[config.mk]
export PLATFORM = sky130hd
export DESIGN_NAME = puf_majority_voter
export DESIGN_NICKNAME = d
export VERILOG_FILES = /design/src/rtl/puf_vote_pkg.sv /design/src/rtl/vote_counter.sv /design/src/rtl/puf_majority_voter.sv
export SDC_FILE = /design/constraint.sdc
export NUM_CORES = 1
export LEC_CHECK = 0
export ABC_CLOCK_PERIOD_IN_PS = 16100
export CORE_MARGIN = 3
export CORE_UTILIZATION = 40
export CTS_CLUSTER_SIZE = 24
export DETAILED_ROUTE_END_ITERATION = 10
export PLACE_DENSITY_LB_ADDON = 0.1
export SYNTH_ARGS = -nofsm -noshare
export SYNTH_HDL_FRONTEND = slang
export SYNTH_HIERARCHICAL = 1
export SYNTH_SLANG_ARGS = --single-unit
[constraint.sdc]
create_clock -name clk -period 16.1 [get_ports clk]
set_input_delay 3.22 -clock clk [delete_from_list [all_inputs] [get_ports clk]]
set_output_delay 3.22 -clock clk [all_outputs]
set_load 0.02 [all_outputs]
[src/rtl/puf_vote_pkg.sv]
// Shared types and defaults for the PUF majority voter.
package puf_vote_pkg;
  localparam int unsigned RESP_W            = 16;
  localparam int unsigned DEF_NUM_EVAL      = 5;
  localparam int unsigned DEF_LOW_CYCLES    = 2;
  localparam int unsigned DEF_SETTLE_CYCLES = 4;

  typedef enum logic [2:0] {
    ST_IDLE,
    ST_ARM,
    ST_FIRE,
    ST_SAMPLE,
    ST_DONE
  } vote_state_t;
endpackage

[src/rtl/vote_counter.sv]
// Per-bit vote accumulator; the threshold outputs include the sample being added this cycle.
module vote_counter #(
  parameter int unsigned NUM_EVAL = 5
) (
  input  logic clk,
  input  logic rst_n,
  input  logic clear,
  input  logic sample,
  input  logic resp_bit,
  output logic majority,
  output logic unstable
);
  localparam int unsigned CW = $clog2(NUM_EVAL + 1);
  localparam logic [CW-1:0] HALF = CW'(NUM_EVAL / 2);
  localparam logic [CW-1:0] FULL = CW'(NUM_EVAL);

  logic [CW-1:0] count;
  logic [CW-1:0] sum;

  always_comb begin
    sum      = count + CW'(sample & resp_bit);
    majority = (sum > HALF);
    unstable = (sum != '0) && (sum != FULL);
  end

  always_ff @(posedge clk) begin
    if (!rst_n)      count <= '0;
    else if (clear)  count <= '0;
    else if (sample) count <= sum;
  end
endmodule

[src/rtl/puf_majority_voter.sv]
// Repeats PUF evaluations per challenge and reports a per-bit majority vote plus an instability mask.
module puf_majority_voter
  import puf_vote_pkg::*;
#(
  parameter int unsigned NUM_EVAL      = DEF_NUM_EVAL,
  parameter int unsigned LOW_CYCLES    = DEF_LOW_CYCLES,
  parameter int unsigned SETTLE_CYCLES = DEF_SETTLE_CYCLES
) (
  input  logic              clk,
  input  logic              rst_n,
  input  logic              start,
  output logic              puf_trigger,
  input  logic [RESP_W-1:0] puf_response,
  output logic [RESP_W-1:0] response_out,
  output logic [RESP_W-1:0] unstable_mask,
  output logic              valid,
  output logic              busy
);
  localparam int unsigned EW = $clog2(NUM_EVAL + 1);
  localparam logic [EW-1:0] EVAL_LAST   = EW'(NUM_EVAL - 1);
  localparam logic [15:0]   LOW_LAST    = 16'(LOW_CYCLES - 1);
  localparam logic [15:0]   SETTLE_LAST = 16'(SETTLE_CYCLES - 1);

  vote_state_t       state;
  logic [15:0]       timer;
  logic [EW-1:0]     eval_cnt;
  logic [RESP_W-1:0] majority;
  logic [RESP_W-1:0] unstable;
  logic              clear;
  logic              sample;

  always_comb begin
    clear  = (state == ST_IDLE) && start;
    sample = (state == ST_SAMPLE);
  end

  for (genvar i = 0; i < RESP_W; i++) begin : g_bit
    vote_counter #(.NUM_EVAL(NUM_EVAL)) u_cnt (
      .clk      (clk),
      .rst_n    (rst_n),
      .clear    (clear),
      .sample   (sample),
      .resp_bit (puf_response[i]),
      .majority (majority[i]),
      .unstable (unstable[i])
    );
  end

  // Outputs are loaded on the final SAMPLE edge from the counters' look-ahead sums,
  // so they are already valid during the DONE cycle.
  always_ff @(posedge clk) begin
    if (!rst_n) begin
      state         <= ST_IDLE;
      timer         <= '0;
      eval_cnt      <= '0;
      puf_trigger   <= 1'b0;
      valid         <= 1'b0;
      busy          <= 1'b0;
      response_out  <= '0;
      unstable_mask <= '0;
    end else begin
      valid <= 1'b0;
      case (state)
        ST_IDLE: if (start) begin
          state       <= ST_ARM;
          timer       <= '0;
          eval_cnt    <= '0;
          busy        <= 1'b1;
          puf_trigger <= 1'b0;
        end
        ST_ARM: if (timer == LOW_LAST) begin
          state       <= ST_FIRE;
          timer       <= '0;
          puf_trigger <= 1'b1;
        end else begin
          timer <= timer + 16'd1;
        end
        ST_FIRE: if (timer == SETTLE_LAST) begin
          state <= ST_SAMPLE;
          timer <= '0;
        end else begin
          timer <= timer + 16'd1;
        end
        ST_SAMPLE: begin
          eval_cnt    <= eval_cnt + EW'(1);
          puf_trigger <= 1'b0;
          if (eval_cnt == EVAL_LAST) begin
            state         <= ST_DONE;
            valid         <= 1'b1;
            response_out  <= majority;
            unstable_mask <= unstable;
          end else begin
            state <= ST_ARM;
          end
        end
        ST_DONE: begin
          state <= ST_IDLE;
          busy  <= 1'b0;
        end
        default: begin
          state       <= ST_IDLE;
          busy        <= 1'b0;
          puf_trigger <= 1'b0;
        end
      endcase
    end
  end
endmodule
==> summary.md, run 1 <==
| Metric | Value |
|---|---|
| Number of global-route vias before repair | 4,279 |
| # diodes | 0 |
| Setup repair bufs after CTS | 0 |
| Area after DPL | 0.00608 mm2 |
| First-pass GRT wire length | 19.5 mm |
| HP Class | reg -> reg |
| Period utilization | 31.8% |
| Die Ht | 122 um |
| Crit Path Max Fanout | 19 |
| DR WL met3 | 573 um |
| # clock sinks | 105 |
| CTS Buf Count | 9 |
| Slew @ Worst Pin | 1.30 ns |
| Core Area | 0.0129 mm2 |
| Most frequent cell after synthesis | nand2_1 |
| Max Transition Viols Final | 0 |
| # setup viols final | 0 |
| Terminus of the critical flop-to-flop path | unstable_mask[0]$_SDFFE_PN0P_ |
| Wl on met1 | 5.12 mm |
| Routed Antenna Nets | 0 |
| Hold path endpoint | response_out[14]$_SDFFE_PN0P_ |
| Final WL | 11.2 mm |
| WP data arrival | 5.35 ns |
| Syn Inst Count | 624 |
| Synth area leaders | dfxtp_1 (39%), mux2i_1 (9.3%), ha_1 (8.4%), nand2_1 (8.1%), a21oi_1 (5.4%) |
| I/O pin cnt | 54 |
| Fin crit period | 5.12 ns |
| Area Growth Syn to Fin | 18.3% |
| Post-CTS Hold Fix Bufs | 0 |
| RSZ-0062 raised after global routing | no |
| CP Cell Sequence | clkdlybuf4s50_1 > nor2b_1 > nor3b_2 > nor2_1 > mux2i_1 > nor2_1 |
| Dominant synthesized flop cell | dfxtp_1 |
| DIE WIDTH | 122 um |
| Synth area leader | dfxtp_1 |
| Clock Path Buffers | 2 |
| Routed length per instance | 13.2 um |
| R2R Setup Slk | 12.87 ns |
| Largest stage delay, worst path | 1.04 ns |
| Yosys warns | 6 |
| CP Capture Type | flip-flop |
| Critical path launch point type | primary input |
| Post-Syn Nets | 679 |
| R2R Path Start | state[1]$_SDFFE_PN0P_ |
| Max-Cap Viols | 0 |
| Vias | 4,361 |
| CTS Root Cell | clkbuf_16 |
| Post-synth EDFFs | 0 |
| Post-cts resize count | 0 |
| CTS H-tree lvls | 3 |
| Uppermost layer routed | met4 |
| Fin worst setup slack | 10.98 ns |
| Initial antenna violation count | 0 |
| Hold Path Depth | 2 |
| Placed wire-length estimate | 7.77 mm |
| Vias per cell | 5.12 |
| Crit-path most repeated cell | nor2_1 |
| Crit path kind | in -> reg |
| TNS Setup | 0 ns |
| Total Routing Usage GR | 16.3% |
| Hold Vio Cnt, Final | 0 |
| Layout Nets | 730 |
| FILL cells | 1,247 |
| Initial core utilization | 41.7% |
| Mapped cell area | 0.00538 mm2 |
| Pwr Total | 595 uW |
| WP data required | 16.33 ns |
| GP Congestion | 0.769 |
| Die area | 0.0149 mm2 |
| Worst IR drop on VDD | 0.0650 mV |
| R2R cell count | 10 |
| GR Overflow Total | 0 |
| Fmax | 195 MHz |
| # DRC | 0 |
| Asr flop ratio synth | 0% |
| Pre-antenna DRT Iters | 4 |
| Fin area | 0.00636 mm2 |
| Row count | 41 |
| CTS tree | built |
| Clock transition at path regs | 0.07 ns |
| Cell at the slowest stage of the critical path | nor3b_2 |
| Port bufs | 53 |
| PwrDens | 93.7 mW/mm2 |
| Seq/Total Area, Yosys | 39.1% |
| Average size of a mapped cell | 8.61 um2 |
| 1st-iter DRT viols | 172 |
| Share of cells above drive strength 1 | 5.88% |
| Clk Latency, worst-skew pair | 0.35 ns |
| Synth top cells by count | nand2_1 (116), dfxtp_1 (105), nor2_1 (60), a21oi_1 (58), mux2i_1 (50) |
| Post-place setup slack | 10.66 ns |
| Area share of the largest cell type after synthesis | 39.1% |
| WL met2 | 5.42 mm |
| Core Util, Final | 49.4% |
| Outcome | finished clean |
| Worst relative slew slack | 13.1% |
| Largest net degree at the start of global routing | 66 |
| Pleak | 0.00255 uW |
| #FFs+latches synth | 105 |
| Setup Skew | 0.00488 ns |
| Distinct cells, synth | 41 |
| Hold path start | response_out[14]$_SDFFE_PN0P_ |
## registers in the layout, summed over array words and instances, names as in the netlist
signal,count
unstable_mask,16
valid,1
state,3
response_out,16
eval_cnt,3
busy,1
g_bit.u_cnt/count,48
puf_trigger,1
timer,16
## kinds of logic after synthesis
group | Yosys count | synth area share (%)
simple gates | 287 | 25.7
flops | 105 | 39.1
compound gates | 99 | 11.9
mux | 50 | 9.31
fa+ha+maj | 36 | 8.38
buf+inv | 28 | 2.44
xor+xnor | 19 | 3.10
## final cells by class
type | count | area (um2) | area share, %
Clock buffer | 13 | 260 | 4.09
Sequential cell | 105 | 2100 | 33.1
Multi-Input combinational cell | 491 | 3160 | 49.7
Clock inverter | 3 | 15.0 | 0.236
Timing Repair Buffer | 58 | 568 | 8.94
Inverter | 10 | 37.5 | 0.590
Tap cell | 172 | 215 | 3.39
## layout by cell type, fill, tap and decap left out, types with 4 or more instances in the layout
| cell type | instances |
|---|---|
| a22o_1 | 4 |
| nor3b_1 | 4 |
| nand3b_1 | 20 |
| nor2_1 | 59 |
| clkdlybuf4s50_1 | 53 |
| a21oi_1 | 58 |
| a21bo_2 | 16 |
| ha_1 | 36 |
| and4_1 | 4 |
| dfxtp_1 | 105 |
| inv_1 | 9 |
| buf_4 | 5 |
| a31oi_1 | 7 |
| nor2b_1 | 19 |
| nand2_1 | 116 |
| and2_1 | 22 |
| nand3_1 | 10 |
| clkbuf_16 | 9 |
| xnor2_1 | 18 |
| mux2i_1 | 50 |
| nand2b_1 | 17 |
## worst max path at each step
stage | startpoint | endpoint | slack [ns] | cells past startpoint
6_report | start | eval_cnt[0]$_SDFFE_PN0P_ | 10.98 | 6
5_1_grt | start | eval_cnt[0]$_SDFFE_PN0P_ | 10.83 | 6
4_1_cts | start | eval_cnt[0]$_SDFFE_PN0P_ | 10.96 | 6
3_5_place_dp | start | eval_cnt[0]$_SDFFE_PN0P_ | 10.66 | 6
3_3_place_gp | start | eval_cnt[1]$_SDFFE_PN0P_ | 10.62 | 6
2_1_floorplan | state[1]$_SDFFE_PN0P_ | unstable_mask[15]$_SDFFE_PN0P_ | 10.92 | 10
## stage by stage
stage	hold slack (ns)	std cells
after CTS	0.455	852
final	0.455	852
after global placement	0.443	836
after detailed placement	0.449	836
after floorplan	0.447	624
after global routing	0.481	852
## where the power goes
part / switching (uW) / internal [uW] / total, uW / leakage (uW)
logic: 67.7 / 47.1 / 115 / 0.00157
registers: 9.36 / 266 / 275 / 0.000846
clock network: 93.0 / 113 / 206 / 0.000139
total: 170 / 425 / 595 / 0.00255
## critical path: cells and delay by family
kind                   cells  cell delay [ns]
AND/OR/NAND/NOR            4             1.42
multiplexers               1             0.21
buffers and inverters      1             0.51
## per-layer routing
layer / up-vias / GRT usage [%]
li1: 2248 / -
met1: 2039 / 19.2
met5: - / 0
met2: 64 / 28.0
met4: 0 / 4.48
met3: 10 / 5.85
(Power assumes the default switching activity.)
==> run 2: changes to the inputs <==
--- a/config.mk
+++ b/config.mk
@@ -5,7 +5,7 @@
 export SDC_FILE = /design/constraint.sdc
 export NUM_CORES = 1
 export LEC_CHECK = 0
-export ABC_CLOCK_PERIOD_IN_PS = 16100
+export ABC_CLOCK_PERIOD_IN_PS = 4370
 export CORE_MARGIN = 3
 export CORE_UTILIZATION = 40
 export CTS_CLUSTER_SIZE = 24
==> constraint.sdc (replaced) <==
create_clock -name clk -period 4.37 [get_ports clk]
set_input_delay 0.874 -clock clk [delete_from_list [all_inputs] [get_ports clk]]
set_output_delay 0.874 -clock clk [all_outputs]
set_load 0.02 [all_outputs]
==> run 2 against run 1 <==
Net effect:
- final cell count grew 0.47%
- global-route usage increased by 0.15 points
- wire length increased by 2.3%
- combinational power rose to 3.8 times the previous value
- clock power increased to 3.9 times the previous value
- flip-flop and latch count is the same
- clock skew grew 0.0023 ns
- first-iteration DRC count up 13%
- largest power group unchanged
- highest routed layer unchanged
==> summary.md, run 2 (same netlist as run 1, synthesis figures left out) <==
| Metric | Value |
|---|---|
| Largest net degree at the start of global routing | 36 |
| # DRC | 0 |
| Top reg by flops | g_bit.u_cnt/count |
| Max Transition Viols Final | 0 |
| Clock Path Buffers | 2 |
| Pwr Total | 2260 uW |
| Worst relative slew slack | 19.4% |
| Post-cts resize count | 0 |
| Clk Latency, worst-skew pair | 0.35 ns |
| WP data required | 4.65 ns |
| GR Overflow Total | 0 |
| Share of cells above drive strength 1 | 6.73% |
| Slew @ Worst Pin | 1.20 ns |
| Area after DPL | 0.00612 mm2 |
| CP Capture Type | flip-flop |
| Crit path kind | reg -> reg |
| Vias per cell | 5.09 |
| DIE WIDTH | 122 um |
| CTS tree | built |
| CTS H-tree lvls | 3 |
| Critical path launch point type | flip-flop |
| # diodes | 0 |
| Initial core utilization | 41.7% |
| Routed length per instance | 13.4 um |
| Post-place setup slack | 1.30 ns |
| TNS Setup | 0 ns |
| 1st-iter DRT viols | 195 |
| Layout Nets | 734 |
| Multi-input logic area | 0.00316 mm2 |
| Initial antenna violation count | 0 |
| RSZ-0062 raised after global routing | no |
| Placed Cells | 840 |
| Placed wire-length estimate | 8.05 mm |
| Pleak | 0.00258 uW |
| HP Class | reg -> reg |
| Outcome | finished clean |
| Number of flip-flops in the largest register | 48 |
| Row count | 41 |
| Period utilization | 61.4% |
| WP data arrival | 2.97 ns |
| First-pass GRT wire length | 19.8 mm |
| Fmax | 372 MHz |
| Die area | 0.0149 mm2 |
| Non-filler instance count after layout | 856 |
| Port bufs | 53 |
| Register area | 0.00210 mm2 |
| Core Area | 0.0129 mm2 |
| Setup Skew | 0.00715 ns |
| Die Ht | 122 um |
| GP Congestion | 0.791 |
| Fin worst setup slack | 1.68 ns |
| Routed Antenna Nets | 0 |
| Area Growth Syn to Fin | 19.5% |
| I/O pin cnt | 54 |
| Hold Vio Cnt, Final | 0 |
| CTS Root Cell | clkbuf_16 |
| Worst IR drop on VDD | 0.221 mV |
| Crit Path Max Fanout | 19 |
| Most common cell after layout, fill and taps aside | nand2_1 |
| FILL cells | 1,235 |
| Fin area | 0.00642 mm2 |
| Fin crit period | 2.69 ns |
| Pre-antenna DRT Iters | 5 |
| R2R Setup Slk | 1.68 ns |
| Setup repair bufs after CTS | 0 |
| Total Routing Usage GR | 16.4% |
| Post-CTS Hold Fix Bufs | 0 |
| Final WL | 11.5 mm |
| PwrDens | 353 mW/mm2 |
| Clock transition at path regs | 0.07 ns |
| CTS Buf Count | 9 |
| Vias | 4,361 |
| # clock sinks | 105 |
| Number of global-route vias before repair | 4,292 |
| # setup viols final | 0 |
| Max-Cap Viols | 0 |
| Most frequent cells in the layout | nand2_1 (116), dfxtp_1 (105), nor2_1 (59) |
[run 2: changes by cell type in the layout (fill, tap and decap cells not counted), sizes merged]
cell / previous run / this run
clkbuf: 13 / 10
clkinvlp: 0 / 1
buf: 5 / 9
bufinv: 0 / 1
clkinv: 4 / 5
[run 2: stage by stage]
stage	hold WS, ns	util (%)
finish	0.453	49.9
global route	0.476	49.9
CTS	0.457	49.9
detailed placement	0.447	47.6
global placement	0.444	47.6
floorplan	0.447	-
[run 2: layout make-up]
type	count	share of cell area, %
multi-input cells	491	49.2
flip-flops and latches	105	32.7
repair buffers	62	9.51
clock buffers	10	3.72
well taps	172	3.35
clock inverters	6	0.896
inverters	10	0.585
[run 2: final timing paths]
check        cells after the start                           from                       endpoint
max                             10          state[1]$_SDFFE_PN0P_  unstable_mask[4]$_SDFFE_PN0P_
min                              2  response_out[15]$_SDFFE_PN0P_  response_out[15]$_SDFFE_PN0P_
max reg2reg                     10          state[1]$_SDFFE_PN0P_  unstable_mask[4]$_SDFFE_PN0P_
min reg2reg                      2  response_out[15]$_SDFFE_PN0P_  response_out[15]$_SDFFE_PN0P_
[run 2: layer usage]
metal / share of wire [%] / GRT usage, % / vias to the layer above / wire (um)
met4: 0.94 / 4.41 / 0 / 108
li1: - / - / 2258 / -
met1: 48 / 21.0 / 2037 / 5550
met2: 47 / 27.1 / 54 / 5380
met5: 0 / 0 / - / 0
met3: 4.0 / 5.01 / 12 / 465
[run 2: worst max-delay path: stages (launching register included)]
cell and delay, ns:
dfxtp_1 0.51, nand2_1 0.18, nor2_4 0.45, buf_4 0.32, and2_1 0.18, ha_1 0.15, ha_1 0.20, xnor2_1 0.18
mux2i_1 0.27, nand2_1 0.07, a21oi_1 0.12
[run 2: report_power, final]
group / leakage [uW] / switching, uW / internal, uW
logic: 0.00159 / 257 / 182
clock network: 0.000148 / 357 / 456
registers: 0.000846 / 33.6 / 979
==> run 3: changes to the inputs <==
--- a/config.mk
+++ b/config.mk
@@ -5,7 +5,7 @@
 export SDC_FILE = /design/constraint.sdc
 export NUM_CORES = 1
 export LEC_CHECK = 0
-export ABC_CLOCK_PERIOD_IN_PS = 4370
+export ABC_CLOCK_PERIOD_IN_PS = 2700
 export CORE_MARGIN = 3
 export CORE_UTILIZATION = 40
 export CTS_CLUSTER_SIZE = 24
==> constraint.sdc (replaced) <==
create_clock -name clk -period 2.7 [get_ports clk]
set_input_delay 0.54 -clock clk [delete_from_list [all_inputs] [get_ports clk]]
set_output_delay 0.54 -clock clk [all_outputs]
set_load 0.02 [all_outputs]
==> run 3 against run 2 <==
Net effect:
- via count down 0.64%
- largest power group unchanged
- design area grew 5.3%
- first-iteration DRC count rose by 27%
- largest cell class unchanged
- setup slack worse by 1.2 ns
- final cell count decreased by 0.12%
- total power grew 59%
- highest routed layer unchanged
==> summary.md, run 3 (same netlist as run 1, synthesis figures left out) <==
| Metric | Value |
|---|---|
| Outcome | finished clean |
| CTS tree | built |
| Routed length per instance | 13.3 um |
| Placed wire-length estimate | 7.81 mm |
| DIE WIDTH | 122 um |
| CTS Buf Count | 9 |
| CTS Root Cell | clkbuf_16 |
| Port bufs | 53 |
| R2R Setup Slk | 0.44 ns |
| Vias | 4,333 |
| Pre-antenna DRT Iters | 4 |
| Number of global-route vias before repair | 4,350 |
| Max Transition Viols Final | 0 |
| # clock sinks | 105 |
| Core Util, Final | 52.5% |
| Slew @ Worst Pin | 0.427 ns |
| Share of cells above drive strength 1 | 13.5% |
| WP data required | 2.98 ns |
| # setup viols final | 0 |
| Cell Int Power | 2570 uW |
| Max-Cap Viols | 0 |
| Comb power frac | 19.9% |
| PwrDens | 533 mW/mm2 |
| Fmax | 443 MHz |
| Hold Vio Cnt, Final | 0 |
| Pleak | 0.00249 uW |
| CP Capture Type | flip-flop |
| RSZ-0062 raised after global routing | no |
| Die area | 0.0149 mm2 |
| GR Overflow Total | 0 |
| Pwr Total | 3600 uW |
| Worst IR drop on VDD | 0.368 mV |
| Net Sw Frac | 28.8% |
| CTS H-tree lvls | 3 |
| Initial antenna violation count | 0 |
| 1st-iter DRT viols | 247 |
| Final WL | 11.3 mm |
| Post-CTS Hold Fix Bufs | 0 |
| Fin crit period | 2.26 ns |
| Number of flip-flops in the largest register | 48 |
| Most common cell after layout, fill and taps aside | nand2_1 |
| Top reg by flops | g_bit.u_cnt/count |
| # DRC | 0 |
| Die Ht | 122 um |
| Critical path launch point type | flip-flop |
| Clock Path Buffers | 2 |
| Crit path kind | reg -> reg |
| Setup repair bufs after CTS | 0 |
| TNS Setup | 0 ns |
| Setup Skew | 0.00693 ns |
| Crit Path Max Fanout | 30 |
| Initial core utilization | 41.7% |
| Period utilization | 83.6% |
| Routed Antenna Nets | 0 |
| Vias per cell | 5.07 |
| Seq pwr share | 45.7% |
| HP Class | reg -> reg |
| GP Congestion | 0.841 |
| First-pass GRT wire length | 19.9 mm |
| Fin worst setup slack | 0.442 ns |
| Clock Power Share | 34.4% |
| Clock transition at path regs | 0.07 ns |
| I/O pin cnt | 54 |
| Worst relative slew slack | 71.3% |
| Layout Nets | 733 |
| WP data arrival | 2.54 ns |
| Row count | 41 |
| Post-place setup slack | 0.410 ns |
| Area Growth Syn to Fin | 25.8% |
| Most frequent cells in the layout | nand2_1 (115), dfxtp_1 (104), nor2_1 (59) |
| Core Area | 0.0129 mm2 |
| # diodes | 0 |
| Largest net degree at the start of global routing | 56 |
| Post-cts resize count | 0 |
| Total Routing Usage GR | 16.5% |
| Clk Latency, worst-skew pair | 0.35 ns |
| P_sw | 1040 uW |
run 3: power by group through the flow:
stage / Sequential (uW) / Clock, uW / Combinational (uW)
6_report: 1640 / 1240 / 717
4_1_cts: 1640 / 1290 / 721
3_3_place_gp: 1680 / 0 / 705
2_1_floorplan: 1650 / 0 / 573
5_1_grt: 1650 / 1350 / 805
3_5_place_dp: 1680 / 0 / 719
run 3: through the flow:
stage	std cells	area, um2	hold slack, ns
floorplan	624	5760	0.447
global placement	839	6490	0.441
detailed placement	839	6490	0.447
CTS	855	6760	0.457
global route	855	6760	0.483
finish	855	6760	0.455
run 3: worst paths after layout:
path	from	endpoint	cells past startpoint
max	state[0]$_SDFFE_PN0P_	unstable_mask[15]$_SDFFE_PN0P_	10
min	unstable_mask[15]$_SDFFE_PN0P_	unstable_mask[15]$_SDFFE_PN0P_	2
max reg2reg	state[0]$_SDFFE_PN0P_	unstable_mask[15]$_SDFFE_PN0P_	10
min reg2reg	unstable_mask[15]$_SDFFE_PN0P_	unstable_mask[15]$_SDFFE_PN0P_	2
run 3: layout make-up:
class                           count  area [um2]
Fill cell                        1184        6110
Multi-Input combinational cell    491        3530
Sequential cell                   105        2100
Timing Repair Buffer               61         603
Clock buffer                       14         264
Tap cell                          172         215
Inverter                           10        37.5
Clock inverter                      2        12.5
run 3: worst max-delay path: stages, from the launching register on:
cell and delay, ns:
dfxtp_1 0.53, nand2_4 0.10, nor2_4 0.15, buf_4 0.36, and2_1 0.19, ha_2 0.19
ha_4 0.15, xnor2_2 0.12, mux2i_1 0.20, nand2_1 0.06, a21oi_1 0.14
run 3: layer usage:
layer | routed length (um) | global-route usage, % | vias to the layer above
met5 | 0 | 0 | -
met4 | 136 | 4.41 | 0
met3 | 462 | 5.01 | 11
met2 | 5500 | 28.6 | 57
met1 | 5240 | 20.1 | 2009
li1 | - | - | 2256
